<file path="src/rtl/led_share_ctrl.sv">
// led_share_ctrl: shares the user LEDs between the Nios LED PIO and a local
// pattern sequencer. Raw pushbuttons are synchronised and debounced; clean
// levels go to the button PIO and press events drive the ownership FSM.
module led_share_ctrl #(
  parameter int LED_W           = 8,
  parameter int DEBOUNCE_CYCLES = 500000,
  parameter int STEP_CYCLES     = 12500000
) (
  input  logic             clk,
  input  logic             reset_n,
  input  logic [3:0]       pb_n,
  input  logic [LED_W-1:0] cpu_led,
  input  logic             cpu_req,
  output logic [3:0]       pb_clean,
  output logic [LED_W-1:0] led_out,
  output logic             cpu_grant,
  output logic [1:0]       mode
);

  typedef enum logic [1:0] {
    ST_CPU   = 2'b00,
    ST_SCAN  = 2'b01,
    ST_COUNT = 2'b10,
    ST_HOLD  = 2'b11
  } state_t;

  localparam int DB_W = $clog2(DEBOUNCE_CYCLES + 1);
  localparam int ST_W = (STEP_CYCLES > 1) ? $clog2(STEP_CYCLES) : 1;
  localparam logic [DB_W-1:0] DB_LAST   = DB_W'(DEBOUNCE_CYCLES - 1);
  localparam logic [ST_W-1:0] STEP_LAST = ST_W'(STEP_CYCLES - 1);

  logic [3:0]       pb_meta_r;
  logic [3:0]       pb_sync_r;
  logic [3:0]       pb_clean_r;
  logic [DB_W-1:0]  db_cnt_r [4];
  logic [3:0]       press_r;
  state_t           state_r;
  state_t           state_nxt_s;
  logic [LED_W-1:0] pattern_r;
  logic             paused_r;
  logic [ST_W-1:0]  step_cnt_r;
  logic             run_s;
  logic [LED_W-1:0] led_r;
  logic             cpu_grant_r;

  // Two-flop synchroniser followed by a per-bit stability counter; a press
  // pulse is raised on the same edge that the clean level falls.
  always_ff @(posedge clk or negedge reset_n) begin
    if (!reset_n) begin
      pb_meta_r  <= 4'hF;
      pb_sync_r  <= 4'hF;
      pb_clean_r <= 4'hF;
      press_r    <= 4'h0;
      for (int i = 0; i < 4; i++) begin
        db_cnt_r[i] <= {DB_W{1'b0}};
      end
    end else begin
      pb_meta_r <= pb_n;
      pb_sync_r <= pb_meta_r;
      press_r   <= 4'h0;
      for (int i = 0; i < 4; i++) begin
        if (pb_sync_r[i] == pb_clean_r[i]) begin
          db_cnt_r[i] <= {DB_W{1'b0}};
        end else if (db_cnt_r[i] == DB_LAST) begin
          db_cnt_r[i]   <= {DB_W{1'b0}};
          pb_clean_r[i] <= ~pb_clean_r[i];
          press_r[i]    <= pb_clean_r[i];
        end else begin
          db_cnt_r[i] <= db_cnt_r[i] + DB_W'(1);
        end
      end
    end
  end

  // Next-state selection: CPU demand first, then force-CPU, then mode advance.
  always_comb begin
    state_nxt_s = state_r;
    if (cpu_req) begin
      state_nxt_s = ST_CPU;
    end else if (press_r[3]) begin
      state_nxt_s = ST_CPU;
    end else if (press_r[1]) begin
      case (state_r)
        ST_CPU:   state_nxt_s = ST_SCAN;
        ST_SCAN:  state_nxt_s = ST_COUNT;
        ST_COUNT: state_nxt_s = ST_HOLD;
        ST_HOLD:  state_nxt_s = ST_CPU;
        default:  state_nxt_s = ST_CPU;
      endcase
    end else begin
      state_nxt_s = state_r;
    end
  end

  // Step counter only advances while a sequencer mode is running.
  always_comb begin
    run_s = 1'b0;
    if ((state_r == ST_SCAN || state_r == ST_COUNT) && !paused_r) begin
      run_s = 1'b1;
    end else begin
      run_s = 1'b0;
    end
  end

  // State register; grant is registered alongside it so it tracks mode exactly.
  always_ff @(posedge clk or negedge reset_n) begin
    if (!reset_n) begin
      state_r     <= ST_CPU;
      cpu_grant_r <= 1'b1;
    end else begin
      state_r     <= state_nxt_s;
      cpu_grant_r <= (state_nxt_s == ST_CPU);
    end
  end

  // Pattern, pause flag and step counter; all reload on entry to a new state.
  always_ff @(posedge clk or negedge reset_n) begin
    if (!reset_n) begin
      pattern_r  <= LED_W'(1);
      paused_r   <= 1'b0;
      step_cnt_r <= {ST_W{1'b0}};
    end else if (state_nxt_s != state_r) begin
      step_cnt_r <= {ST_W{1'b0}};
      paused_r   <= 1'b0;
      case (state_nxt_s)
        ST_SCAN:  pattern_r <= LED_W'(1);
        ST_COUNT: pattern_r <= {LED_W{1'b0}};
        default:  pattern_r <= pattern_r;
      endcase
    end else begin
      if (run_s) begin
        if (step_cnt_r == STEP_LAST) begin
          step_cnt_r <= {ST_W{1'b0}};
          case (state_r)
            ST_SCAN:  pattern_r <= {pattern_r[LED_W-2:0], pattern_r[LED_W-1]};
            ST_COUNT: pattern_r <= pattern_r + LED_W'(1);
            default:  pattern_r <= pattern_r;
          endcase
        end else begin
          step_cnt_r <= step_cnt_r + ST_W'(1);
        end
      end else begin
        step_cnt_r <= step_cnt_r;
      end
      if (press_r[2] && (state_r == ST_SCAN || state_r == ST_COUNT)) begin
        paused_r <= ~paused_r;
      end else begin
        paused_r <= paused_r;
      end
    end
  end

  // LED drive register: CPU value while the CPU owns the LEDs, else the pattern.
  always_ff @(posedge clk or negedge reset_n) begin
    if (!reset_n) begin
      led_r <= {LED_W{1'b0}};
    end else if (state_r == ST_CPU) begin
      led_r <= cpu_led;
    end else begin
      led_r <= pattern_r;
    end
  end

  assign pb_clean  = pb_clean_r;
  assign led_out   = led_r;
  assign cpu_grant = cpu_grant_r;
  assign mode      = state_r;

endmodule

</file>
<file path="config.mk">
export PLATFORM = sky130hd
export DESIGN_NAME = led_share_ctrl
export DESIGN_NICKNAME = d
export VERILOG_FILES = /design/src/rtl/led_share_ctrl.sv
export SDC_FILE = /design/constraint.sdc
export NUM_CORES = 1
export LEC_CHECK = 0
export BUFFER_PORTS_ARGS = -buffer_cell sky130_fd_sc_hd__buf_2
export CAP_MARGIN = 15
export CORE_ASPECT_RATIO = 0.8
export CORE_UTILIZATION = 40
export DETAILED_ROUTE_END_ITERATION = 16
export PLACE_DENSITY = 0.64
export SLEW_MARGIN = 20
export SYNTH_ARGS = -nofsm -noshare
export SYNTH_HDL_FRONTEND = slang
export SYNTH_SLANG_ARGS = --single-unit
</file>
<file path="constraint.sdc">
create_clock -name clk -period 2.2 [get_ports clk]
set_input_delay 0 -clock clk [delete_from_list [all_inputs] [get_ports clk]]
set_output_delay 0 -clock clk [all_outputs]
set_load 0.005 [all_outputs]
</file>
==> results.tsv, run 1 <==
metric	value	unit
global route overflow	0	
Worst Setup SP	step_cnt_r[6]	
CP Capture Type	flop	
1st-iter DRT viols	251	
Pins Over Slew Limit	0	
Placer Congestion	0.834	
first-pass GRT wire length	21.8	mm
root buf cell	clkbuf_16	
CTS tree	yes	
outcome	finished, final reports clean	
placed cell areas	0.00709	sq mm
I/O Buffers	29	
hold slack	0.141	ns
Area Growth Syn to Fin	22.4	%
Final Cell Area	0.00797	sq mm
Inserted Clock Buffers	17	
switch share	0.212	
CP Data Required Time	2.51	ns
Cell variety after synth	56	
post-synthesis sequential area ratio	0.521	
highest clock rate	0.459	GHz
nature of the critical path startpoint	flop	
Synth Cell Area	0.00651	sq mm
width of the chip	145	um
final worst path period share	0.990	
hpwl dp	8.61	mm
Starting Density	0.411	
clock transition at the registers of the reported paths	0.06	ns
vias in the first global route	4691	
Pleak	3.50	nW
worst setup path class	reg2reg	
die extent in y	116	um
TritonRoute pass-1 iters	4	
syn_nets	666	
max cap viols	0	
share of layout cells above drive strength 1	0.196	
maximum clock path buffer count	2	
Sink Count	135	
Synth Register Bits	135	
final net count	746	
via/cell ratio	5.09	
Slew @ Worst Pin	0.597	ns
total vias in the final route	4832	
Post-synth top flop	dfrtp_1	
number of cell rows	41	
RSZ-0062 raised after global routing	true	
worst vdd ir	0.542	mV
htree depth	4	
relative slew slack	0.602	
Tot Pwr	5.82	mW
Final Hold Viols	0	
number of diodes	0	
number of flops mapped to enable cells by yosys	0	
Final Setup Violations	0	
Post-synth ARST share	1.00	
Hold Crit Class	in2async	
Net Switching	1.24	mW
drt wl/cell	13.4	um
number of synthesis warnings	0	
Die ar.	0.0168	sq mm
WL final	12.8	mm
syn avg cell area	10.1	sq um
fill count	1405	
Int Pwr	4.58	mW
largest net degree at the start of global routing	66	
I/O pins	30	
DRC Markers	0	
Core Area	0.0159	sq mm
initial antenna violation count	0	
post-route ant nets	0	
Seq pwr share	0.445	
total track usage	0.167	
Final min period	2.18	ns
Comb pwr share	0.036	
Worst-Skew Late Latency	0.42	ns
part of the power in the clock network	0.520	
r2r setup slk	0.02	ns
Cells after Synth	643	
PD cells	730	mW/mm^2
Worst R2R Start	step_cnt_r[6]	
Worst Skew	0.00536	ns
Arr. time, crit path	2.49	ns
Worst Path Max Fanout	5	
[state kept, by name (all words and copies together) (netlist names)]
register,flops
paused_r,1
db_cnt_r,76
pb_meta_r,4
led_out,8
step_cnt_r,24
pb_clean,4
pattern_r,8
press_r,3
cpu_grant,1
pb_sync_r,4
mode,2
[path summary, 6_finish.rpt]
kind	to	cells after the start
max	step_cnt_r[7]	7
min	led_out[7]	2
max reg2reg	step_cnt_r[7]	7
min reg2reg	pb_sync_r[1]	0
max in group asynchronous	pb_sync_r[2]	3
min in group clk	pb_meta_r[3]	2
[cells by family after synthesis]
logic type / Yosys count / share of synthesized area
buf+inv: 24 / 0.0158
compound gates: 47 / 0.0496
mux: 16 / 0.0277
flops: 135 / 0.521
xor+xnor: 87 / 0.117
simple gates: 326 / 0.253
fa+ha+maj: 8 / 0.0154
[power groups by stage]
stage          clock network [mW]  logic [mW]  registers, mW
2_1_floorplan                   0      0.0907           2.62
3_3_place_gp                    0       0.181           2.63
3_5_place_dp                    0       0.189           2.63
4_1_cts                      3.09       0.210           2.59
5_1_grt                      3.20       0.240           2.60
6_report                     3.02       0.207           2.59
[stage by stage]
| step | TNS, ns | util | instances | worst slack, ns |
|---|---|---|---|---|
| final | 0 | 0.503 | 950 | 0.0212 |
| after global routing | -0.290 | 0.503 | 950 | -0.0513 |
| after CTS | 0 | 0.497 | 945 | 0.000796 |
| after detailed placement | -0.140 | 0.447 | 900 | -0.0671 |
| after global placement | 0 | 0.447 | 900 | 0.0662 |
| after floorplan | -0.0670 | - | 643 | -0.0363 |
[worst max-delay path, stage by stage (launching register included)]
cell	delay (ns)
dfrtp_1	0.37
or4_1	0.53
or3_4	0.42
nor3_4	0.22
buf_6	0.13
or2_4	0.15
o22ai_2	0.08
a21o_1	0.16
[per-layer routing]
layer	up-vias	GRT usage	wire length, um
li1	2380	-	-
met1	2355	0.223	6320
met2	77	0.258	5820
met3	20	0.0312	359
met4	0	0.0926	263
met5	-	0	0
[repair_timing]
| item | CTS | global route |
|---|---|---|
| endpoints found under the hold margin | 76 | 0 |
| pin swaps | 1 | 8 |
| endpoints found under the setup margin | 6 | 28 |
| hold buffers | 14 | 0 |
| resized for setup | 3 | 14 |
| setup buffers | 0 | 5 |
[layout make-up]
type | count | area (sq um) | area share
Sequential cell | 135 | 3400 | 0.426
Tap cell | 215 | 269 | 0.0337
Timing Repair Buffer | 76 | 567 | 0.0711
Clock inverter | 11 | 173 | 0.0217
Clock buffer | 20 | 457 | 0.0573
Inverter | 9 | 33.8 | 0.00424
Multi-Input combinational cell | 484 | 3080 | 0.386
[cell usage in the layout, fill, tap and decap left out, types with 3 or more instances in the layout]
cell / Yosys / routed
a21o_1: 4 / 4
a31oi_1: 5 / 5
nand2_1: 56 / 56
nor3b_1: 5 / 4
clkbuf_16: 0 / 17
dfstp_2: 14 / 14
a21oi_1: 6 / 6
mux2_2: 13 / 13
xor2_1: 50 / 50
clkinvlp_4: 0 / 4
bufinv_16: 0 / 4
buf_4: 2 / 29
xnor2_1: 37 / 37
nand2b_1: 6 / 6
nor3_1: 7 / 7
nand3_1: 37 / 37
nand4_1: 22 / 22
nor4_1: 5 / 5
ha_1: 8 / 8
or2_4: 0 / 3
nor2_1: 120 / 119
nor4b_1: 6 / 6
dfrtp_1: 121 / 121
o21ai_0: 10 / 10
and3_1: 14 / 14
or3_1: 6 / 6
inv_1: 9 / 9
buf_2: 4 / 28
a41oi_1: 3 / 3
buf_6: 0 / 3
nor2b_1: 3 / 3
and2_1: 8 / 8
dlygate4sd3_1: 0 / 14
and4_1: 8 / 8
[cells in the mapped netlist, drive strengths merged (4+ instances only)]
cell | count | area share
o31ai | 5 | 0.0065
ha | 8 | 0.015
nand2b | 6 | 0.0058
dfstp | 14 | 0.056
a21oi | 6 | 0.0046
and3 | 14 | 0.013
and2 | 8 | 0.0077
nor4 | 5 | 0.0048
nand4 | 22 | 0.021
clkbuf | 9 | 0.0052
nor4b | 6 | 0.0081
a31oi | 5 | 0.0048
a21o | 4 | 0.0046
dfrtp | 121 | 0.46
buf | 6 | 0.0054
nor3 | 9 | 0.0094
or2 | 5 | 0.0048
nand3 | 38 | 0.030
mux2 | 13 | 0.022
or3 | 7 | 0.0075
xnor2 | 37 | 0.050
and4 | 8 | 0.011
nand2 | 56 | 0.032
nor2 | 120 | 0.069
xor2 | 50 | 0.067
o21ai | 13 | 0.010
nor3b | 5 | 0.0058
inv | 9 | 0.0052
Power figures use the tool's default switching activity.
==> run 2, diff against run 1 <==
--- a/config.mk
+++ b/config.mk
@@ -7,7 +7,6 @@
 export LEC_CHECK = 0
 export BUFFER_PORTS_ARGS = -buffer_cell sky130_fd_sc_hd__buf_2
 export CAP_MARGIN = 15
-export CORE_ASPECT_RATIO = 0.8
 export CORE_UTILIZATION = 40
 export DETAILED_ROUTE_END_ITERATION = 16
 export PLACE_DENSITY = 0.64
==> results.tsv, run 2 (synthesis results as in run 1) <==
metric	value	unit	change
outcome	finished, final reports clean		
nature of the critical path startpoint	flop		
share of layout cells above drive strength 1	0.191		-0.00518
highest clock rate	0.460	GHz	+0.18%
Inserted Clock Buffers	17		unchanged
largest net degree at the start of global routing	56		-15%
max cap viols	0		unchanged
htree depth	4		unchanged
Final Cell Area	0.00792	sq mm	-0.66%
Final Setup Violations	0		unchanged
number of flip-flops in the largest register	76		unchanged
CP Data Required Time	2.56	ns	+0.05 ns
Area Growth Syn to Fin	21.6	%	
die extent in y	130	um	+12%
Largest Register	db_cnt_r		
Worst-Skew Late Latency	0.42	ns	about the same
commonest non-fill, non-tap cell in the layout	dfrtp_1		
I/O Buffers	29		unchanged
WL final	12.6	mm	-1.4%
PD cells	716	mW/mm^2	-1.8%
width of the chip	130	um	-10%
drt wl/cell	13.2	um	-1.4%
CP Capture Type	flop		
hold slack	0.115	ns	-0.0254 ns
global route overflow	0		unchanged
Tot Pwr	5.67	mW	-2.5%
placed cell areas	0.00709	sq mm	about the same
I/O pins	30		unchanged
vias in the first global route	4814		+2.6%
Placed Instances	901		+0.11%
Largest regs	db_cnt_r x76, step_cnt_r x24		
Starting Density	0.410		-0.000874
clock transition at the registers of the reported paths	0.06	ns	about the same
post-route ant nets	0		unchanged
maximum clock path buffer count	2		unchanged
final worst path period share	0.989		-0.00174
hpwl dp	8.69	mm	+0.97%
most frequent cells in the layout	dfrtp_1, nor2_1, nand2_1		
via/cell ratio	5.08		-0.14%
Worst Path Buf+Inv	0		-1
Final Hold Viols	0		unchanged
Placer Congestion	0.820		-1.7%
1st-iter DRT viols	221		-12%
CTS tree	yes		
first-pass GRT wire length	21.7	mm	-0.26%
worst vdd ir	0.549	mV	+1.3%
number of diodes	0		unchanged
total vias in the final route	4825		-0.14%
critical path's slowest cell	or4_4		
relative slew slack	0.655		+0.0537
worst setup path class	reg2reg		
final net count	744		-0.27%
Worst Path Max Fanout	5		unchanged
root buf cell	clkbuf_16		
setup tns final	0	ns	unchanged
Worst Skew	0.00485	ns	-0.000516 ns
Final min period	2.17	ns	-0.00382 ns
Slew @ Worst Pin	0.517	ns	-0.0806 ns
DRC Markers	0		unchanged
total track usage	0.166		-0.000899
Core Area	0.0159	sq mm	+0.21%
RSZ-0062 raised after global routing	true		
Sink Count	135		unchanged
Hold Crit Class	in2async		
Arr. time, crit path	2.54	ns	+0.05 ns
Pins Over Slew Limit	0		unchanged
non-filler cells, final	950		unchanged
slowest stage delay, CP	0.53	ns	about the same
initial antenna violation count	0		unchanged
Pleak	3.46	nW	-1.2%
number of cell rows	46		+12%
kind of cell adding the most delay to the critical path	simple AND/OR/NAND/NOR gates		
Die ar.	0.0168	sq mm	about the same
worst-path cell chain	or4_4 -> or3_4 -> nor3_4 -> nor2_1 -> nor4_1 -> a211o_1		
TritonRoute pass-1 iters	4		unchanged
run 2: worst paths after layout:
check / startpoint / endpoint / slack, ns / depth (start not counted)
worst max-delay path: step_cnt_r[6] / pattern_r[2] / 0.03 / 6
worst min-delay path: reset_n / db_cnt_r[34] / 0.12 / 2
worst max register to register: step_cnt_r[6] / pattern_r[2] / 0.03 / 6
worst min register to register: pb_meta_r[0] / pb_sync_r[0] / 0.35 / 0
max in group asynchronous: reset_n / pb_clean[3] / 1.33 / 3
min in group clk: pb_n[3] / pb_meta_r[3] / 0.22 / 2
run 2: what timing repair did:
action / CTS / global route
hold buffers: 14 / 0
setup endpoints to repair: 0 / 29
hold endpoints to repair: 107 / 0
gates resized for setup: 0 / 12
setup buffers: 0 / 3
run 2: area by class of cell:
| type | instances | area [sq um] |
|---|---|---|
| Inverter | 9 | 33.8 |
| Timing Repair Buffer | 74 | 541 |
| Fill cell | 1405 | 7970 |
| Clock inverter | 12 | 150 |
| Sequential cell | 135 | 3400 |
| Clock buffer | 20 | 457 |
| Tap cell | 216 | 270 |
| Multi-Input combinational cell | 484 | 3070 |
run 2: power breakdown:
group	leakage, nW	switching [mW]	internal (mW)
registers	1.81	0.0484	2.54
logic	1.36	0.118	0.0911
clock network	0.292	1.04	1.84
run 2: through the flow:
step,util,worst slack [ns]
detailed placement,0.446,0.0192
finish,0.499,0.0250
CTS,0.493,0.00530
global route,0.499,-0.0732
global placement,0.446,0.0718
floorplan,-,-0.0363
run 2: per-layer routing:
layer | up-vias | routed length, um | track usage
li1 | 2389 | - | -
met1 | 2352 | 5800 | 0.204
met2 | 67 | 6170 | 0.271
met3 | 17 | 399 | 0.0450
met4 | 0 | 207 | 0.0814
met5 | - | 0 | 0
